## config.mk

```make
export PLATFORM = sky130hd
export DESIGN_NAME = flag_reg_stack
export DESIGN_NICKNAME = d
export VERILOG_FILES = /design/src/rtl/flag_reg_stack.sv
export SDC_FILE = /design/constraint.sdc
export NUM_CORES = 1
export LEC_CHECK = 0
export CORE_ASPECT_RATIO = 1.2
export CORE_MARGIN = 4
export CORE_UTILIZATION = 35
export DETAILED_ROUTE_END_ITERATION = 16
export PLACE_DENSITY = 0.7
export SKIP_LAST_GASP = 1
export SLEW_MARGIN = 30
export SYNTH_ARGS = -nofsm -noshare
export SYNTH_HDL_FRONTEND = slang
export SYNTH_SLANG_ARGS = --single-unit
```

## constraint.sdc

```tcl
create_clock -name clk -period 2.6 [get_ports clk]
set_input_delay 0.26 -clock clk [delete_from_list [all_inputs] [get_ports clk]]
set_output_delay 0.26 -clock clk [all_outputs]
set_load 0.01 [all_outputs]
```

## src/rtl/flag_reg_stack.sv

```systemverilog
// Condition-flag register with per-bit write mask, sticky OR-accumulate mode
// and a LIFO shadow stack for save/restore/swap around calls and interrupts.
module flag_reg_stack #(
  parameter int unsigned          WIDTH     = 3,
  parameter int unsigned          DEPTH     = 4,
  parameter logic [WIDTH-1:0]     RESET_VAL = '0
) (
  input  logic                       clk,
  input  logic                       rst,
  input  logic [WIDTH-1:0]           d,
  input  logic [WIDTH-1:0]           wr_mask,
  input  logic                       sticky,
  input  logic                       clr,
  input  logic                       push,
  input  logic                       pop,
  output logic [WIDTH-1:0]           q,
  output logic [WIDTH-1:0]           q_nxt,
  output logic [$clog2(DEPTH+1)-1:0] depth,
  output logic                       full,
  output logic                       empty,
  output logic                       err
);

  localparam int unsigned DW = $clog2(DEPTH + 1);
  localparam int unsigned AW = (DEPTH > 1) ? $clog2(DEPTH) : 1;

  logic [WIDTH-1:0] r_q;
  logic [DW-1:0]    r_depth;
  logic             r_err;
  logic [WIDTH-1:0] r_stack [DEPTH];

  logic             w_full;
  logic             w_empty;
  logic [WIDTH-1:0] w_wr;
  logic [WIDTH-1:0] w_top;
  logic [AW-1:0]    w_top_idx;
  logic [AW-1:0]    w_push_idx;
  logic [WIDTH-1:0] w_q_nxt;
  logic [DW-1:0]    w_depth_nxt;
  logic             w_err_set;
  logic             w_st_we;
  logic [AW-1:0]    w_st_idx;

  assign w_full     = (r_depth == DW'(DEPTH));
  assign w_empty    = (r_depth == '0);
  assign w_top_idx  = AW'(r_depth - DW'(1));
  assign w_push_idx = AW'(r_depth);
  assign w_top      = r_stack[w_top_idx];
  assign w_wr       = (r_q & ~wr_mask) | (wr_mask & (sticky ? (r_q | d) : d));

  // Stack writes only ever take the pre-edge q: a push saves it at the new
  // slot, a swap drops it into the current top slot.
  always_comb begin
    w_q_nxt     = w_wr;
    w_depth_nxt = r_depth;
    w_err_set   = 1'b0;
    w_st_we     = 1'b0;
    w_st_idx    = w_push_idx;
    if (rst) begin
      w_q_nxt     = RESET_VAL;
      w_depth_nxt = '0;
    end else if (clr) begin
      w_q_nxt = RESET_VAL;
      if (push) begin
        if (w_full) begin
          w_err_set = 1'b1;
        end else begin
          w_st_we     = 1'b1;
          w_depth_nxt = r_depth + DW'(1);
        end
      end
    end else if (push && pop) begin
      if (w_empty) begin
        w_err_set = 1'b1;
        w_q_nxt   = r_q;
      end else begin
        w_q_nxt  = w_top;
        w_st_we  = 1'b1;
        w_st_idx = w_top_idx;
      end
    end else if (pop) begin
      if (w_empty) begin
        w_err_set = 1'b1;
      end else begin
        w_q_nxt     = w_top;
        w_depth_nxt = r_depth - DW'(1);
      end
    end else if (push) begin
      if (w_full) begin
        w_err_set = 1'b1;
      end else begin
        w_st_we     = 1'b1;
        w_depth_nxt = r_depth + DW'(1);
      end
    end
  end

  always_ff @(posedge clk) begin
    if (rst) begin
      r_q     <= RESET_VAL;
      r_depth <= '0;
      r_err   <= 1'b0;
    end else begin
      r_q     <= w_q_nxt;
      r_depth <= w_depth_nxt;
      if (w_err_set) r_err <= 1'b1;
    end
  end

  always_ff @(posedge clk) begin
    if (!rst && w_st_we) r_stack[w_st_idx] <= r_q;
  end

  assign q     = r_q;
  assign q_nxt = w_q_nxt;
  assign depth = r_depth;
  assign full  = w_full;
  assign empty = w_empty;
  assign err   = r_err;

endmodule

```

==> metrics.cfg <==
[synth]
ys_ff_latch = 19
synth-edff-count = 12
yosys.area.top_type = edfxtp_1
synth-async-reset-ratio_pct = 0
synth_area_leaders = edfxtp_1 (34%), dfxtp_1 (13%), mux4_2 (6.4%)
ys.flop_type = edfxtp_1
synthCells = 96
yosysWarningCount = 0
syn_area_per_cell_um2 = 11.00
synth_area_um2 = 1056
ys_seq_area_share_pct = 47.39
yosys.cell_types.count = 30
synth_nets = 111
synth_top_area_share_pct = 34.12

[min_path]
holdPathEnd = err
whs_path_depth = 2
hold_class = reg -> reg
worstHoldStart = err

[sta]
worst_pin_slew_ns = 0.4721
hold_viol_final = 0
drv_slew = 0
slew_headroom_pct = 68.29
period_needed_ns = 2.397
max_clock_freq_ghz = 0.4172
rsz0062_at_grt = no
setup-tns-final_ns = 0
fin_skew_ns = 0.001613
min_period_over_period_pct = 92.18
setup_ws_ns = 0.2033
report.final.setup_viol = 0

[finish]
fin_cells = 158
fin_nets = 140
stdcell_area_um2 = 1383
multiInputGateArea_um2 = 519.2
diodes = 0
final_util_pct = 48.72
fillCellCount = 274
layout-drive-gt1-share_pct = 13.71
regArea_um2 = 500.5
area_delta_synth_final_pct = 30.92

[global_route]
grt_start_max_net_pins = 13
grt_pass1_wl_um = 4181
grt_pass1_vias = 927
grt_overflow_total = 0
use_met2_pct = 28.11
grtUsageMet1_pct = 14.07
grtUsageMet3_pct = 3.019
track_usage_pct = 14.13
busiest_layer = met2
antenna_found_initial = 0

[clocking]
postCtsSetupBuffers = 0
clock_tree.buffer_depth = 2
cts.htree.levels = 1
tritoncts = built
clk_pin_slew_worst_paths_ns = 0.11
cts_buffers = 3
cts_sinks = 19
cts_resized = 5
cts_hold_buf = 0
cts_root_buf = clkbuf_4
clk-insertion-delay-late_ns = 0.29

[worst_setup_path]
path_class = reg -> out
rr_worst_depth = 6
cp_top_family = buffers and inverters
crit_chain = inv_1, ha_4, mux4_2, o22ai_1, a221oi_1, dlygate4sd2_1
cp_slowest_stage_delay_ns = 0.41
crit_slowest_cell = dfxtp_1
cp_num_buf_inv = 2
crit_path_end_kind = primary output
rr_startpoint = depth[1]
r2r_end = r_stack[2][1]
cp.required_ns = 2.34
cp.arrival_ns = 2.14
start_kind = flip-flop
cp_max_fo = 7
reg2reg_slack_ns = 0.39
crit_start = depth[1]

[power_and_ir_drop]
power_density_nw_per_um2 = 606.2
leakagePower_nw = 0.5030
ir_drop_mv = 0.3400

[drt]
via_per_inst = 5.759
wirelength_um = 2606
vias = 910
drt_iter0_markers = 27
firstDrtPassIters = 4
wire_per_inst_um = 16.49
ant_nets = 0
drc = 0

[die]
die_w_um = 58.14
die_area_um2 = 3963
coreArea_um2 = 2838
die_h_um = 68.17
start_util_pct = 37.21
ios = 24
num_rows = 21

[place]
io_buffers = 23
place_ws_ns = 0.1962
dpl.cell_count = 154
dp_hpwl_um = 2020
place_congestion = 0.7827
dpl_cell_area_um2 = 1341

[run_status]
status = complete, no violations

[flow_run]
drv_cap = 0

[layout by cell type (no fill, tap or decap), types with 2 or more instances in the layout]
cell type	Yosys	final
nor2_1	2	2
and3_1	2	2
nand2b_1	5	4
clkdlybuf4s50_1	0	20
buf_4	0	5
a221oi_1	6	6
xnor2_1	3	3
a21oi_1	6	6
clkbuf_4	0	3
mux4_2	3	3
dfxtp_1	7	7
edfxtp_1	12	12
a22o_1	3	3
ha_1	3	2
nor3_1	6	6
o22ai_1	3	3
a311oi_1	2	2
dlygate4sd2_1	0	3
o21ai_0	7	7
nand2_1	6	6
inv_1	6	6
[flip-flops by register name, summed over array words and instances (netlist names)]
signal	cells
depth	3
err	1
r_stack	12
q	3
[worst max path at each step]
stage                    endpoint  slack, ns  cells past startpoint
global route             q_nxt[0]       0.06                      6
global placement    r_stack[2][0]       0.26                      5
floorplan           r_stack[2][0]       0.32                      8
finish                   q_nxt[2]       0.20                      6
detailed placement       q_nxt[1]       0.20                      6
CTS                      q_nxt[2]       0.15                      6
[cell type report]
cell class              instances  area share [%]
multi-input cells              66           37.56
repair buffers                 28           19.09
inverters                       7           1.900
clock inverters                 1          0.5430
flip-flops and latches         19           36.20
clock buffers                   3           1.629
well taps                      34           3.077
[where the power goes]
group | internal (mW) | switching (mW) | leakage [nW] | total [mW]
Sequential | 0.345 | 0.0193 | 0.168 | 0.364
Clock | 0.0585 | 0.0955 | 0.0139 | 0.154
Combinational | 0.152 | 0.168 | 0.321 | 0.320
[kinds of logic (layout without fill, tap and decap cells)]
| logic type | count (synthesis) | count (layout) | share of synthesized area [%] |
|---|---|---|---|
| buffers and inverters | 11 | 39 | 4.857 |
| DFF | 19 | 19 | 47.39 |
| AOI/OAI and AO/OA | 30 | 30 | 19.43 |
| xor gates and xnor gates | 3 | 3 | 2.489 |
| adders and majority gates | 3 | 3 | 3.555 |
| muxes | 5 | 5 | 8.767 |
| and+or+nand+nor | 25 | 25 | 13.51 |
[tightest hold or removal path: cells and delay by family (launching register included)]
family,cells,cell delay (ns)
compound gates,1,0.05
buf+inv,1,0.05
flops,1,0.33
[through the flow]
stage | hold slack (ns) | total power, mW
2_1_floorplan | 0.3291 | 0.5649
3_3_place_gp | 0.4319 | 0.6627
3_5_place_dp | 0.4407 | 0.6734
4_1_cts | 0.4586 | 0.8309
5_1_grt | 0.4845 | 0.8924
6_report | 0.4501 | 0.8381
[cells in the mapped netlist (2+ instances only)]
cell,number
buf_2,2
ha_1,3
o22ai_1,3
nand2b_1,5
inv_1,6
a221oi_1,6
a311oi_1,2
o21ai_0,7
nand2_1,6
xnor2_1,3
and3_1,2
nor3_1,6
dfxtp_1,7
a21oi_1,6
edfxtp_1,12
a22o_1,3
nor2_1,2
mux4_2,3
[per-layer routing]
layer  share of wire (%)  up-vias
met5                   0        -
met4                 1.4        0
met3                 3.8        4
met2                  54       28
met1                  41      449
li1                    -      429
(Power assumes the default switching activity.)
==> RTL change: new RTL, config.mk and constraints unchanged <==
Change the parameter `DEPTH` from 4 to 8.
--- a/src/rtl/flag_reg_stack.sv
+++ b/src/rtl/flag_reg_stack.sv
@@ -4,3 +4,3 @@
   parameter int unsigned          WIDTH     = 3,
-  parameter int unsigned          DEPTH     = 4,
+  parameter int unsigned          DEPTH     = 8,
   parameter logic [WIDTH-1:0]     RESET_VAL = '0
Interface: changed (resized depth); port bits go from 24 to 25. The function was not compared with the original's and may differ.
==> RTL change against the unedited design <==
Critical path depth stayed put; sequential power is 66% higher; sequential cell count is 13 higher; highest routed layer unchanged; largest cell class is now registers; via count is 43% higher; design area is 56% higher; worst setup slack worse by 0.041 ns; register-to-register slack worse by 0.08 ns; wire length is 45% higher; total power is 70% higher; critical endpoint is now q_nxt[0]; count of clock-buffer cells in the layout is 2 higher; hold slack better by 0.031 ns; core utilization is 2.1 points lower; area after synthesis is 60% higher; critical path type unchanged.
==> RTL change: results (changes against the unedited design) <==
[cells_and_area]
largest_reg_flops = 24  ; +12

[logic_synthesis]
synthXorXnorAreaFrac_pct = 2.08  ; -0.41 points
synthCells = 142  ; +48%
yosys-top-cells-area = edfxtp_1 (43%), dfxtp_1 (9.5%), mux4_2 (8.0%), nor3_1 (3.9%), a21oi_1 (2.4%)
synth_cell_types = 45  ; +50%
muxShareOfSynthArea_pct = 8.61  ; -0.16 points
yosys.area_share.adder_pct = 2.23  ; -1.3 points
ys_seq_area_share_pct = 52.2  ; +4.8 points
synth_edf_count = 24  ; +12

[routing]
wl_met2_um = 1970  ; +40%
vias_per_cell = 5.44  ; -5.6%
wl_met1_um = 1490  ; +40%
routed_wl_um = 3770  ; +45%
first_iter_violations = 72  ; +170%

[pwr]
worst_ir_drop_vdd_uv = 246  ; -28%
switchingPower_mw = 0.434  ; +53%
clk-power_mw = 0.368  ; +140%
total_power_mw = 1.42  ; +70%
leakagePower_nw = 0.762  ; +52%

[global_route]
track_usage_pct = 13.8  ; -0.34 points
grt_max_degree = 14  ; +1
grt.met3_usage_pct = 3.61  ; +0.60 points
use_met1_pct = 15.1  ; +0.99 points
grt_pass1_wl_um = 6410  ; +53%

[cts]
htreeDepth = 2  ; +1
root_buffer = clkbuf_8
numCtsBuffers = 5  ; +2

[placed_design]
dp_slack_ns = 0.0975  ; -0.0987 ns
placedInstanceArea_um2 = 2070  ; +54%
hpwl_um = 2800  ; +39%
gp_congestion = 0.820  ; +4.8%

[critical_path]
startpoint = depth[0]$_SDFFE_PP0P_
crit_arrival_ns = 2.18  ; +0.04 ns

[run_status]
status = complete, no violations

[sta]
skew_ns = 0.00298  ; +0.00137 ns

-- RTL change: cell count changes in the layout (fill, tap and decap cells not counted), sizes merged, moves of 4 or more --
cell,change
buf,+13
edfxtp,+12
nor3,+7
a221oi,-6
nand3,+4
nor2,+4
-- RTL change: final timing paths --
kind / slack, ns / cells after the start / to
max: 0.16 / 6 / q_nxt[0]
min: 0.48 / 2 / err$_SDFFE_PP0P_
max reg2reg: 0.31 / 9 / r_stack[5][0]$_DFFE_PP_
min reg2reg: 0.48 / 2 / err$_SDFFE_PP0P_
-- RTL change: cell type report --
cell class              instances  area (um^2)
clock inverters                 3         18.8
repair buffers                 42          372
fillers                       414         2470
inverters                       4         17.5
well taps                      58         72.6
flip-flops and latches         32          881
multi-input cells              95          729
clock buffers                   5         68.8
-- RTL change: critical path, cell delays in order (launching register included) --
cell and delay [ns]:
dfxtp_1 0.33, inv_1 0.08, ha_1 0.47, mux4_2 0.38, mux2i_1 0.23, o32ai_1 0.11
dlygate4sd2_1 0.29
